--- config.mk ---
export PLATFORM = sky130hd
export DESIGN_NAME = bus_interconnect_flat
export DESIGN_NICKNAME = d
export VERILOG_FILES = /design/src/rtl/bus_interconnect_if.sv /design/src/rtl/bus_interconnect.sv /design/src/flat_wrapper.sv
export SDC_FILE = /design/constraint.sdc
export NUM_CORES = 1
export LEC_CHECK = 0
export CORE_MARGIN = 3
export CORE_UTILIZATION = 35
export CTS_BUF_LIST = sky130_fd_sc_hd__clkbuf_8 sky130_fd_sc_hd__clkbuf_16
export DETAILED_ROUTE_END_ITERATION = 7
export PLACE_DENSITY = 0.78
export SLEW_MARGIN = 20
export SYNTH_ARGS = -nofsm -noshare
export SYNTH_HDL_FRONTEND = slang
export SYNTH_SLANG_ARGS = --single-unit
--- constraint.sdc ---
create_clock -name i_clk -period 2.1 [get_ports i_clk]
set_clock_uncertainty 0.15 [all_clocks]
set_input_delay 0.315 -clock i_clk [delete_from_list [all_inputs] [get_ports i_clk]]
set_output_delay 0.315 -clock i_clk [all_outputs]
set_load 0.02 [all_outputs]
--- src/rtl/bus_interconnect_if.sv ---
// rtl/bus_interconnect_if.sv - signal bundle between the bus master, the interconnect and its slaves
interface bus_interconnect_if #(
    parameter int N_SLAVES = 3,
    parameter int ADDR_W   = 32,
    parameter int DATA_W   = 32
);
    logic [ADDR_W-1:0]          i_m_addr;
    logic [DATA_W-1:0]          i_m_wdata;
    logic [DATA_W/8-1:0]        i_m_wr;
    logic                       i_m_rd;
    logic [DATA_W-1:0]          o_m_rdata;
    logic                       o_m_ready;
    logic                       o_m_err;
    logic                       o_m_busy;
    logic [N_SLAVES-1:0]        o_s_cs;
    logic [ADDR_W-1:0]          o_s_addr;
    logic [DATA_W-1:0]          o_s_wdata;
    logic [DATA_W/8-1:0]        o_s_wr;
    logic                       o_s_rd;
    logic [N_SLAVES*DATA_W-1:0] i_s_rdata;
    logic [N_SLAVES-1:0]        i_s_ready;

    modport master (
        output i_m_addr, i_m_wdata, i_m_wr, i_m_rd,
        input  o_m_rdata, o_m_ready, o_m_err, o_m_busy
    );

    modport slave (
        input  o_s_cs, o_s_addr, o_s_wdata, o_s_wr, o_s_rd,
        output i_s_rdata, i_s_ready
    );

    modport fabric (
        input  i_m_addr, i_m_wdata, i_m_wr, i_m_rd, i_s_rdata, i_s_ready,
        output o_m_rdata, o_m_ready, o_m_err, o_m_busy,
        output o_s_cs, o_s_addr, o_s_wdata, o_s_wr, o_s_rd
    );
endinterface

--- src/rtl/bus_interconnect.sv ---
// rtl/bus_interconnect.sv - table-decoded single-master N-slave interconnect; BUS_TIMEOUT_EN adds a wait-state timeout
module bus_interconnect #(
    parameter int                         N_SLAVES      = 3,
    parameter int                         ADDR_W        = 32,
    parameter int                         DATA_W        = 32,
    parameter logic [N_SLAVES*ADDR_W-1:0] SLAVE_BASE    = {32'h0000_8010, 32'h0000_8000, 32'h0000_0000},
    parameter logic [N_SLAVES*ADDR_W-1:0] SLAVE_MASK    = {32'hFFFF_FFFC, 32'hFFFF_FFF0, 32'hFFFF_8000},
    parameter logic [DATA_W-1:0]          DEFAULT_RDATA = DATA_W'(32'hDEAD_BEEF),
    parameter int                         TIMEOUT       = 16
) (
    input logic                i_clk,
    input logic                i_rst,
    bus_interconnect_if.fabric bus
);
    localparam int STRB_W = DATA_W / 8;
    localparam int IDX_W  = (N_SLAVES > 1) ? $clog2(N_SLAVES) : 1;

    if (N_SLAVES < 1 || N_SLAVES > 16 || (DATA_W % 8) != 0 || TIMEOUT < 1) begin : g_param_check
        $error("bus_interconnect: unsupported parameter set");
    end

    typedef enum logic [1:0] {IDLE, ACCESS, RESP} state_t;

    state_t              state_q, state_d;
    logic [ADDR_W-1:0]   addr_q, addr_d;
    logic [DATA_W-1:0]   wdata_q, wdata_d;
    logic [DATA_W-1:0]   rdata_q, rdata_d;
    logic [STRB_W-1:0]   wr_q, wr_d;
    logic                rd_q, rd_d;
    logic                ready_q, ready_d;
    logic                err_q, err_d;
    logic                busy_q, busy_d;
    logic [N_SLAVES-1:0] cs_q, cs_d;
    logic [IDX_W-1:0]    idx_q, idx_d;
    logic [IDX_W-1:0]    hit_idx;
    logic                hit, req, is_read, sel_ready, timed_out;
    logic [DATA_W-1:0]   sel_rdata;

    assign req       = (|bus.i_m_wr) | bus.i_m_rd;
    assign is_read   = bus.i_m_rd & ~(|bus.i_m_wr);
    assign sel_ready = bus.i_s_ready[idx_q];
    assign sel_rdata = bus.i_s_rdata[idx_q*DATA_W +: DATA_W];

`ifdef BUS_TIMEOUT_EN
    localparam int CNT_W = $clog2(TIMEOUT + 1);
    logic [CNT_W-1:0] cnt_q, cnt_d;
    // Fires on the TIMEOUT-th ACCESS cycle without ready.
    assign timed_out = (cnt_q == CNT_W'(TIMEOUT - 1));
`else
    assign timed_out = 1'b0;
`endif

    // Scan downwards so the lowest matching index is the one left standing.
    always_comb begin
        hit     = 1'b0;
        hit_idx = '0;
        for (int k = N_SLAVES - 1; k >= 0; k--) begin
            if ((bus.i_m_addr & SLAVE_MASK[k*ADDR_W +: ADDR_W]) == SLAVE_BASE[k*ADDR_W +: ADDR_W]) begin
                hit     = 1'b1;
                hit_idx = IDX_W'(k);
            end
        end
    end

    always_comb begin
        state_d = state_q;
        addr_d  = addr_q;
        wdata_d = wdata_q;
        wr_d    = wr_q;
        rd_d    = rd_q;
        idx_d   = idx_q;
        cs_d    = cs_q;
        rdata_d = rdata_q;
        err_d   = err_q;
        ready_d = 1'b0;
`ifdef BUS_TIMEOUT_EN
        cnt_d   = cnt_q;
`endif
        unique case (state_q)
            IDLE: begin
                if (req && hit) begin
                    addr_d  = bus.i_m_addr;
                    wdata_d = bus.i_m_wdata;
                    wr_d    = bus.i_m_wr;
                    rd_d    = is_read;
                    idx_d   = hit_idx;
                    cs_d    = N_SLAVES'(1) << hit_idx;
                    err_d   = 1'b0;
                    state_d = ACCESS;
`ifdef BUS_TIMEOUT_EN
                    cnt_d   = '0;
`endif
                end else if (req) begin
                    err_d   = 1'b1;
                    ready_d = 1'b1;
                    state_d = RESP;
                    if (is_read) rdata_d = DEFAULT_RDATA;
                end
            end
            ACCESS: begin
                if (sel_ready) begin
                    err_d   = 1'b0;
                    ready_d = 1'b1;
                    cs_d    = '0;
                    state_d = RESP;
                    if (rd_q) rdata_d = sel_rdata;
                end else if (timed_out) begin
                    err_d   = 1'b1;
                    ready_d = 1'b1;
                    cs_d    = '0;
                    state_d = RESP;
                    if (rd_q) rdata_d = DEFAULT_RDATA;
                end else begin
`ifdef BUS_TIMEOUT_EN
                    cnt_d = cnt_q + 1'b1;
`endif
                end
            end
            RESP: begin
                err_d   = 1'b0;
                state_d = IDLE;
            end
            default: state_d = IDLE;
        endcase
        busy_d = (state_d != IDLE);
    end

    always_ff @(posedge i_clk) begin
        if (i_rst) begin
            state_q <= IDLE;
            addr_q  <= '0;
            wdata_q <= '0;
            wr_q    <= '0;
            rd_q    <= 1'b0;
            idx_q   <= '0;
            cs_q    <= '0;
            rdata_q <= '0;
            err_q   <= 1'b0;
            ready_q <= 1'b0;
            busy_q  <= 1'b0;
`ifdef BUS_TIMEOUT_EN
            cnt_q   <= '0;
`endif
        end else begin
            state_q <= state_d;
            addr_q  <= addr_d;
            wdata_q <= wdata_d;
            wr_q    <= wr_d;
            rd_q    <= rd_d;
            idx_q   <= idx_d;
            cs_q    <= cs_d;
            rdata_q <= rdata_d;
            err_q   <= err_d;
            ready_q <= ready_d;
            busy_q  <= busy_d;
`ifdef BUS_TIMEOUT_EN
            cnt_q   <= cnt_d;
`endif
        end
    end

    assign bus.o_m_rdata = rdata_q;
    assign bus.o_m_ready = ready_q;
    assign bus.o_m_err   = err_q;
    assign bus.o_m_busy  = busy_q;
    assign bus.o_s_cs    = cs_q;
    assign bus.o_s_addr  = addr_q;
    assign bus.o_s_wdata = wdata_q;
    // Strobes only reach the slaves while one of them is selected.
    assign bus.o_s_wr    = wr_q & {STRB_W{|cs_q}};
    assign bus.o_s_rd    = rd_q & (|cs_q);
endmodule
--- src/flat_wrapper.sv ---
// flat-port wrapper written by rule: the top's interface ports become plain ports
module bus_interconnect_flat 
#(
    parameter int                         N_SLAVES      = 3,
    parameter int                         ADDR_W        = 32,
    parameter int                         DATA_W        = 32,
    parameter logic [N_SLAVES*ADDR_W-1:0] SLAVE_BASE    = {32'h0000_8010, 32'h0000_8000, 32'h0000_0000},
    parameter logic [N_SLAVES*ADDR_W-1:0] SLAVE_MASK    = {32'hFFFF_FFFC, 32'hFFFF_FFF0, 32'hFFFF_8000},
    parameter logic [DATA_W-1:0]          DEFAULT_RDATA = DATA_W'(32'hDEAD_BEEF),
    parameter int                         TIMEOUT       = 16
)
  (i_clk, i_rst, bus_i_m_addr, bus_i_m_wdata, bus_i_m_wr, bus_i_m_rd, bus_i_s_rdata, bus_i_s_ready, bus_o_m_rdata, bus_o_m_ready, bus_o_m_err, bus_o_m_busy, bus_o_s_cs, bus_o_s_addr, bus_o_s_wdata, bus_o_s_wr, bus_o_s_rd);
  bus_interconnect_if #(.N_SLAVES(N_SLAVES), .ADDR_W(ADDR_W), .DATA_W(DATA_W)) bus_i ();
  input logic i_clk;
  input logic i_rst;
  input wire logic [$bits(bus_i.i_m_addr)-1:0] bus_i_m_addr;
  input wire logic [$bits(bus_i.i_m_wdata)-1:0] bus_i_m_wdata;
  input wire logic [$bits(bus_i.i_m_wr)-1:0] bus_i_m_wr;
  input wire logic [$bits(bus_i.i_m_rd)-1:0] bus_i_m_rd;
  input wire logic [$bits(bus_i.i_s_rdata)-1:0] bus_i_s_rdata;
  input wire logic [$bits(bus_i.i_s_ready)-1:0] bus_i_s_ready;
  output wire logic [$bits(bus_i.o_m_rdata)-1:0] bus_o_m_rdata;
  output wire logic [$bits(bus_i.o_m_ready)-1:0] bus_o_m_ready;
  output wire logic [$bits(bus_i.o_m_err)-1:0] bus_o_m_err;
  output wire logic [$bits(bus_i.o_m_busy)-1:0] bus_o_m_busy;
  output wire logic [$bits(bus_i.o_s_cs)-1:0] bus_o_s_cs;
  output wire logic [$bits(bus_i.o_s_addr)-1:0] bus_o_s_addr;
  output wire logic [$bits(bus_i.o_s_wdata)-1:0] bus_o_s_wdata;
  output wire logic [$bits(bus_i.o_s_wr)-1:0] bus_o_s_wr;
  output wire logic [$bits(bus_i.o_s_rd)-1:0] bus_o_s_rd;
  assign bus_i.i_m_addr = bus_i_m_addr;
  assign bus_i.i_m_wdata = bus_i_m_wdata;
  assign bus_i.i_m_wr = bus_i_m_wr;
  assign bus_i.i_m_rd = bus_i_m_rd;
  assign bus_i.i_s_rdata = bus_i_s_rdata;
  assign bus_i.i_s_ready = bus_i_s_ready;
  assign bus_o_m_rdata = bus_i.o_m_rdata;
  assign bus_o_m_ready = bus_i.o_m_ready;
  assign bus_o_m_err = bus_i.o_m_err;
  assign bus_o_m_busy = bus_i.o_m_busy;
  assign bus_o_s_cs = bus_i.o_s_cs;
  assign bus_o_s_addr = bus_i.o_s_addr;
  assign bus_o_s_wdata = bus_i.o_s_wdata;
  assign bus_o_s_wr = bus_i.o_s_wr;
  assign bus_o_s_rd = bus_i.o_s_rd;
  bus_interconnect #(.N_SLAVES(N_SLAVES), .ADDR_W(ADDR_W), .DATA_W(DATA_W), .SLAVE_BASE(SLAVE_BASE), .SLAVE_MASK(SLAVE_MASK), .DEFAULT_RDATA(DEFAULT_RDATA), .TIMEOUT(TIMEOUT)) u_core (.i_clk(i_clk), .i_rst(i_rst), .bus(bus_i));
endmodule
* Word-level counts from Yosys, hierarchy flattened *
Cells that the tools add are included.

cells by class
  mux-type cells = 29
  magnitude comparators = 1
  reduce and logical (&&, ||, !) cells = 12
  shift operators = 2
  bitwise operators = 5
  equal/unequal tests = 11

operators with widths
  kind                                                                          count
  32-bit two-way mux                                                            5
  96-bit by 8-bit indexed part select with 32-bit output                        1
  32-bit case mux with 2 select lines                                           1
  32-bit logical NOT                                                            1
  30-bit by 14-bit == test with 1-bit output, second input constant             1
  28-bit by 12-bit == test with 1-bit output, second input constant             1
  2-bit two-way mux                                                             6
  1-bit two-way mux                                                             10
  2-bit by 1-bit inequality test with 1-bit output, second input constant       5
  3-bit two-way mux                                                             2
  3-bit case mux with 2 select lines                                            1
  3-bit AND reduction                                                           2
  6-bit AND reduction                                                           1
  4-bit bitwise AND                                                             1
  2-bit case mux with 2 select lines                                            1
  2-bit nonzero test                                                            2
  4-bit OR reduction                                                            1
  2-bit by 3-bit less-than comparator with 1-bit output, second input constant  1
  3-bit by 1-bit inequality test with 1-bit output, second input constant       1
  1-bit case mux with 3 select lines                                            1
  3-bit nonzero test                                                            1
  3-bit OR reduction                                                            1
  1-bit by 2-bit << shifter with 3-bit output, first input constant             1
  1-bit bitwise AND                                                             2
  other kinds (10)                                                              10

storage, ports and cells
  register bits after elaboration = 111
  output and inout port bits = 107
  word-level logic and storage cells = 71

* Depth between registers and ports, before layout *
  depth after elaboration = 8
  gate-level depth with buffers = 9
  gate-level depth less buffers = 6

* Worst setup path before layout *
OpenSTA, ideal clock, no wires.

  kind = input to register
  start point = input port bus_i_m_addr[11]
  end point = register u_core.wdata_q[2] (netlist: u_core.bus.o_s_wdata[2])
  stages = 8
  data required time = 1818 ps
  arrival time = 1737 ps
  path slack = 81 ps
  buffers on the path = 3
  library setup time = 132 ps
  path through = nor4_2 a41oi_1 or3_1 buf_2 buf_6 buf_4 nand2_1 a21oi_1

on the way
  word-level cells in the longest chain between the ends = 6

RTL lines
  item                                        RTL line                 source
  from (decl)                                 flat_wrapper.sv:16       input wire logic [$bits(bus_i.i_m_addr)-1:0] bus_i_m_addr;
  30-bit by 14-bit == test with 1-bit output  bus_interconnect.sv:58   if ((bus.i_m_addr & SLAVE_MASK[k*ADDR_W +: ADDR_W]) == SLAVE_BASE[k*ADDR_W +: ADDR_W]) begin
  1-bit two-way mux                           bus_interconnect.sv:58
  1-bit two-way mux (*) (2 in series)         bus_interconnect.sv:58
  1-bit logical AND (*)                       bus_interconnect.sv:81   if (req && hit) begin
  2-bit AND reduction (no source line) (*)    --
  to (signal assigned)                        bus_interconnect.sv:147  wdata_q <= wdata_d;
  to (decl)                                   bus_interconnect.sv:26   logic [DATA_W-1:0] wdata_q, wdata_d;

Mark *: on every way between the ends. The rest lies on a longest branch, timed or not.
A chain may end at the register's enable or synchronous reset.

* Final worst setup path *
  start point = input port bus_i_m_addr[5]
  end point = register u_core.rdata_q[1] (netlist: u_core.bus.o_m_rdata[1])

on the way
  word-level cells in the longest chain between the ends = 7

RTL lines
  item                                        RTL line                 source
  30-bit by 14-bit == test with 1-bit output  bus_interconnect.sv:58
  1-bit two-way mux                           bus_interconnect.sv:58
  1-bit two-way mux (*) (2 in series)         bus_interconnect.sv:58
  1-bit logical AND (*)                       bus_interconnect.sv:81
  2-bit inequality test (no source line) (*)  --
  6-bit AND reduction (no source line) (*)    --
  to (signal assigned)                        bus_interconnect.sv:152  rdata_q <= rdata_d;
  to (decl)                                   bus_interconnect.sv:27   logic [DATA_W-1:0] rdata_q, rdata_d;

Marked as above.

==> metrics.cfg <==
[run_status]
status = finished clean

[power]
power_frac_comb = 0.133
p_int_mw = 3.349
p_leak_nw = 3.170
swShare = 0.2459
p_seq_frac = 0.479
clkPwrFrac = 0.388
p_per_area_nw_per_um2 = 502.2
p_switching_mw = 1.092
max-vdd-ir-drop_mv = 0.3516

[setup_path]
cp_slowest_cell = nor4_4
path_max_fanout = 6
crit_arrival_ns = 2.13
path_class = in2reg
path_buf_inv = 4
crit_chain = clkdlybuf4s15_1, nor4_4, a41oi_4, buf_6, nor3_4, buf_6, buf_12, nor2_4, a311oi_2
path_delay_family = simple AND/OR/NAND/NOR gates
end_kind = register
crit_path_start_kind = primary input
r2r_slack_ns = 0.08
cp_slowest_stage_delay_ns = 0.39
cp_common_cell = buf_6
cp.required_ns = 2.21

[synthesis]
netlist_area_sq_um = 4835
ys_seq_area_frac = 0.4596
yosysMostFrequentCell = nand2_1
yosys.cell_types.count = 42
ys_async_sr_fraction = 0
synth_area_leader_cell = dfxtp_1
synth_warnings = 0
ys_top_cells_by_area = dfxtp_1 (46%), a21oi_1 (12%), nand2_1 (9.0%), mux2i_1 (6.8%), a311oi_1 (4.3%)
synthCells = 580
syn_nets = 753
avgSynthCellArea_sq_um = 8.336
synth_ff_type = dfxtp_1
synth_edf_count = 0
ys_top_cells_by_count = nand2_1 (116), a21oi_1 (113), dfxtp_1 (111)
ys_seq_elements = 111
synth_top_area_share = 0.4596

[global_routing]
grt_pass1_wl_mm = 25.88
grt_use_met2 = 0.4074
grt_overflow = 0
grt_pass1_vias = 5111
globalRouteMet1Util = 0.2380
antenna_found_initial = 1
grt_max_degree = 48
gr-usage-met3 = 0.05352
groute.usage.overall = 0.2173
grt.busiest_layer = met2

[flow_run]
maxCapViolCount = 0

[floorplan]
start_util = 0.3608
io_pins = 277
rows = 42
die_x_um = 123.5
dieArea_sq_um = 15260
die_h_um = 123.5
core_sq_um = 13400

[placed_design]
dpl.hpwl_mm = 12.26
portBuffers = 276
place_area_sq_um = 8016
dpl_worst_slack_ns = -0.7053
place_congestion = 0.8114

[timing]
fin_ws_ns = 0.07593
min_period_ns = 2.024
fin_crit_sh = 0.9638
tightestPinTransition_ns = 0.4318
fmax_mhz = 494.1
slew_headroom = 0.7122
grt_setup_unrepaired = yes
setup_viol = 0
drv_slew = 0
finalHoldViolations = 0
setup_tns_ns = 0

[clocking]
clk_pin_slew_worst_paths_ns = 0.07
cts_buffer_depth = 2
clk_root_buffer_cell = clkbuf_16
numCtsBuffers = 9
clock_latency_ns = 0.35
cts_htree_levels = 3
cts.sinks = 111
cts_tree = built

[route]
vias_per_cell = 4.965
post_drt_wl_per_cell_um = 16.17
drt-pass1-iter-count = 4
wirelength_mm = 17.39
drc = 0
vias = 5337
drtIter0Drc = 281
postRouteAntennaNets = 0

[min_path]
hold_class = in2reg

[final_layout]
drive_gt1_frac = 0.1537
regArea_sq_um = 2225
stdcell_area_sq_um = 8845
layout.nets = 1066
area_growth_pct = 82.95
fillers = 1138
multi_input_area_sq_um = 2618

through the flow:
stage               total power, mW  hold slack [ns]    util  instances
finish                        4.442          0.09349  0.6600       1075
global route                  4.593          0.07896  0.6599       1074
CTS                           4.453           0.1671  0.6464       1069
detailed placement            2.737           0.2936  0.5982       1034
global placement              2.732           0.2871  0.5982       1034
floorplan                     2.313           0.2818       -        580
layout make-up:
cell class                      count  share of cell area
Timing Repair Buffer              347              0.3923
Multi-Input combinational cell    421              0.2959
Sequential cell                   111              0.2515
Clock buffer                        9             0.02546
Tap cell                          176             0.02490
Clock inverter                      7            0.008346
Inverter                            3            0.001273
Antenna cell                        1           0.0002829
power groups by stage:
stage	sequential, mW	clock, mW	combinational (mW)
after floorplan	2.20	0	0.117
after global placement	2.18	0	0.554
after detailed placement	2.18	0	0.558
after CTS	2.13	1.75	0.573
after global routing	2.13	1.83	0.634
final	2.13	1.72	0.590
worst paths after layout:
kind                                from                 endpoint  depth (start not counted)
setup reg to reg         u_core.idx_q[0]  u_core.bus.o_m_rdata[3]                          8
setup / recovery         bus_i_m_addr[5]  u_core.bus.o_m_rdata[1]                          9
hold reg to reg   u_core.bus.o_s_addr[7]   u_core.bus.o_s_addr[7]                          2
hold / removal          bus_i_m_addr[12]  u_core.bus.o_s_addr[12]                          3
flip-flops by register name, summed over array words and instances (netlist names), 2 cells and up:
name	cells
u_core.bus.o_s_cs	3
u_core.state_q	2
u_core.bus.o_s_addr	32
u_core.bus.o_s_wdata	32
u_core.wr_q	4
u_core.bus.o_m_rdata	32
u_core.idx_q	2
worst register-to-register path: cells and delay by family, from the launching register on:
family | cells | cell delay [ns]
buffers and inverters | 3 | 0.35
multiplexers | 1 | 0.16
AND/OR/NAND/NOR | 1 | 0.40
flip-flops | 1 | 0.34
AO/OA/AOI/OAI | 3 | 0.54
cells in the final DEF (no fill, tap or decap), drive strengths merged, types with 3 or more instances in the layout:
| cell type | instances |
|---|---|
| and2 | 16 |
| ha | 3 |
| nor4 | 7 |
| dfxtp | 111 |
| o21ai | 23 |
| clkdlybuf4s50 | 240 |
| dlygate4sd2 | 20 |
| clkbuf | 14 |
| nand3b | 3 |
| a21oi | 113 |
| nor2b | 6 |
| buf | 72 |
| dlymetal6s2s | 7 |
| nand2b | 4 |
| nor3 | 3 |
| nand2 | 116 |
| inv | 8 |
| nand4 | 10 |
| nor2 | 38 |
| nand3 | 4 |
| mux2i | 33 |
| clkdlybuf4s15 | 3 |
| a311oi | 24 |
logic make-up (layout without fill, tap and decap cells):
group	Yosys count	count (layout)	synth area share
muxes	33	33	0.06832
AOI/OAI and AO/OA	171	171	0.2068
adders and majority gates	3	3	0.007765
DFF	111	111	0.4596
buffers and inverters	52	366	0.05512
and+or+nand+nor	210	214	0.2024
other	0	1	0
layer usage:
metal,part of all wire,wire length (um),vias up
li1,-,-,2668
met1,0.38,6566,2429
met2,0.52,9059,217
met3,0.085,1473,23
met4,0.016,286,0
met5,0,0,-
timing repair:
action	in CTS	in global routing
resized for setup	62	51
endpoints found under the setup margin	112	107
gates cloned	8	1
pin swaps	17	28
hold buffers	0	0
buffers inserted	12	6
Note: power is estimated with default switching activity, not from simulation.
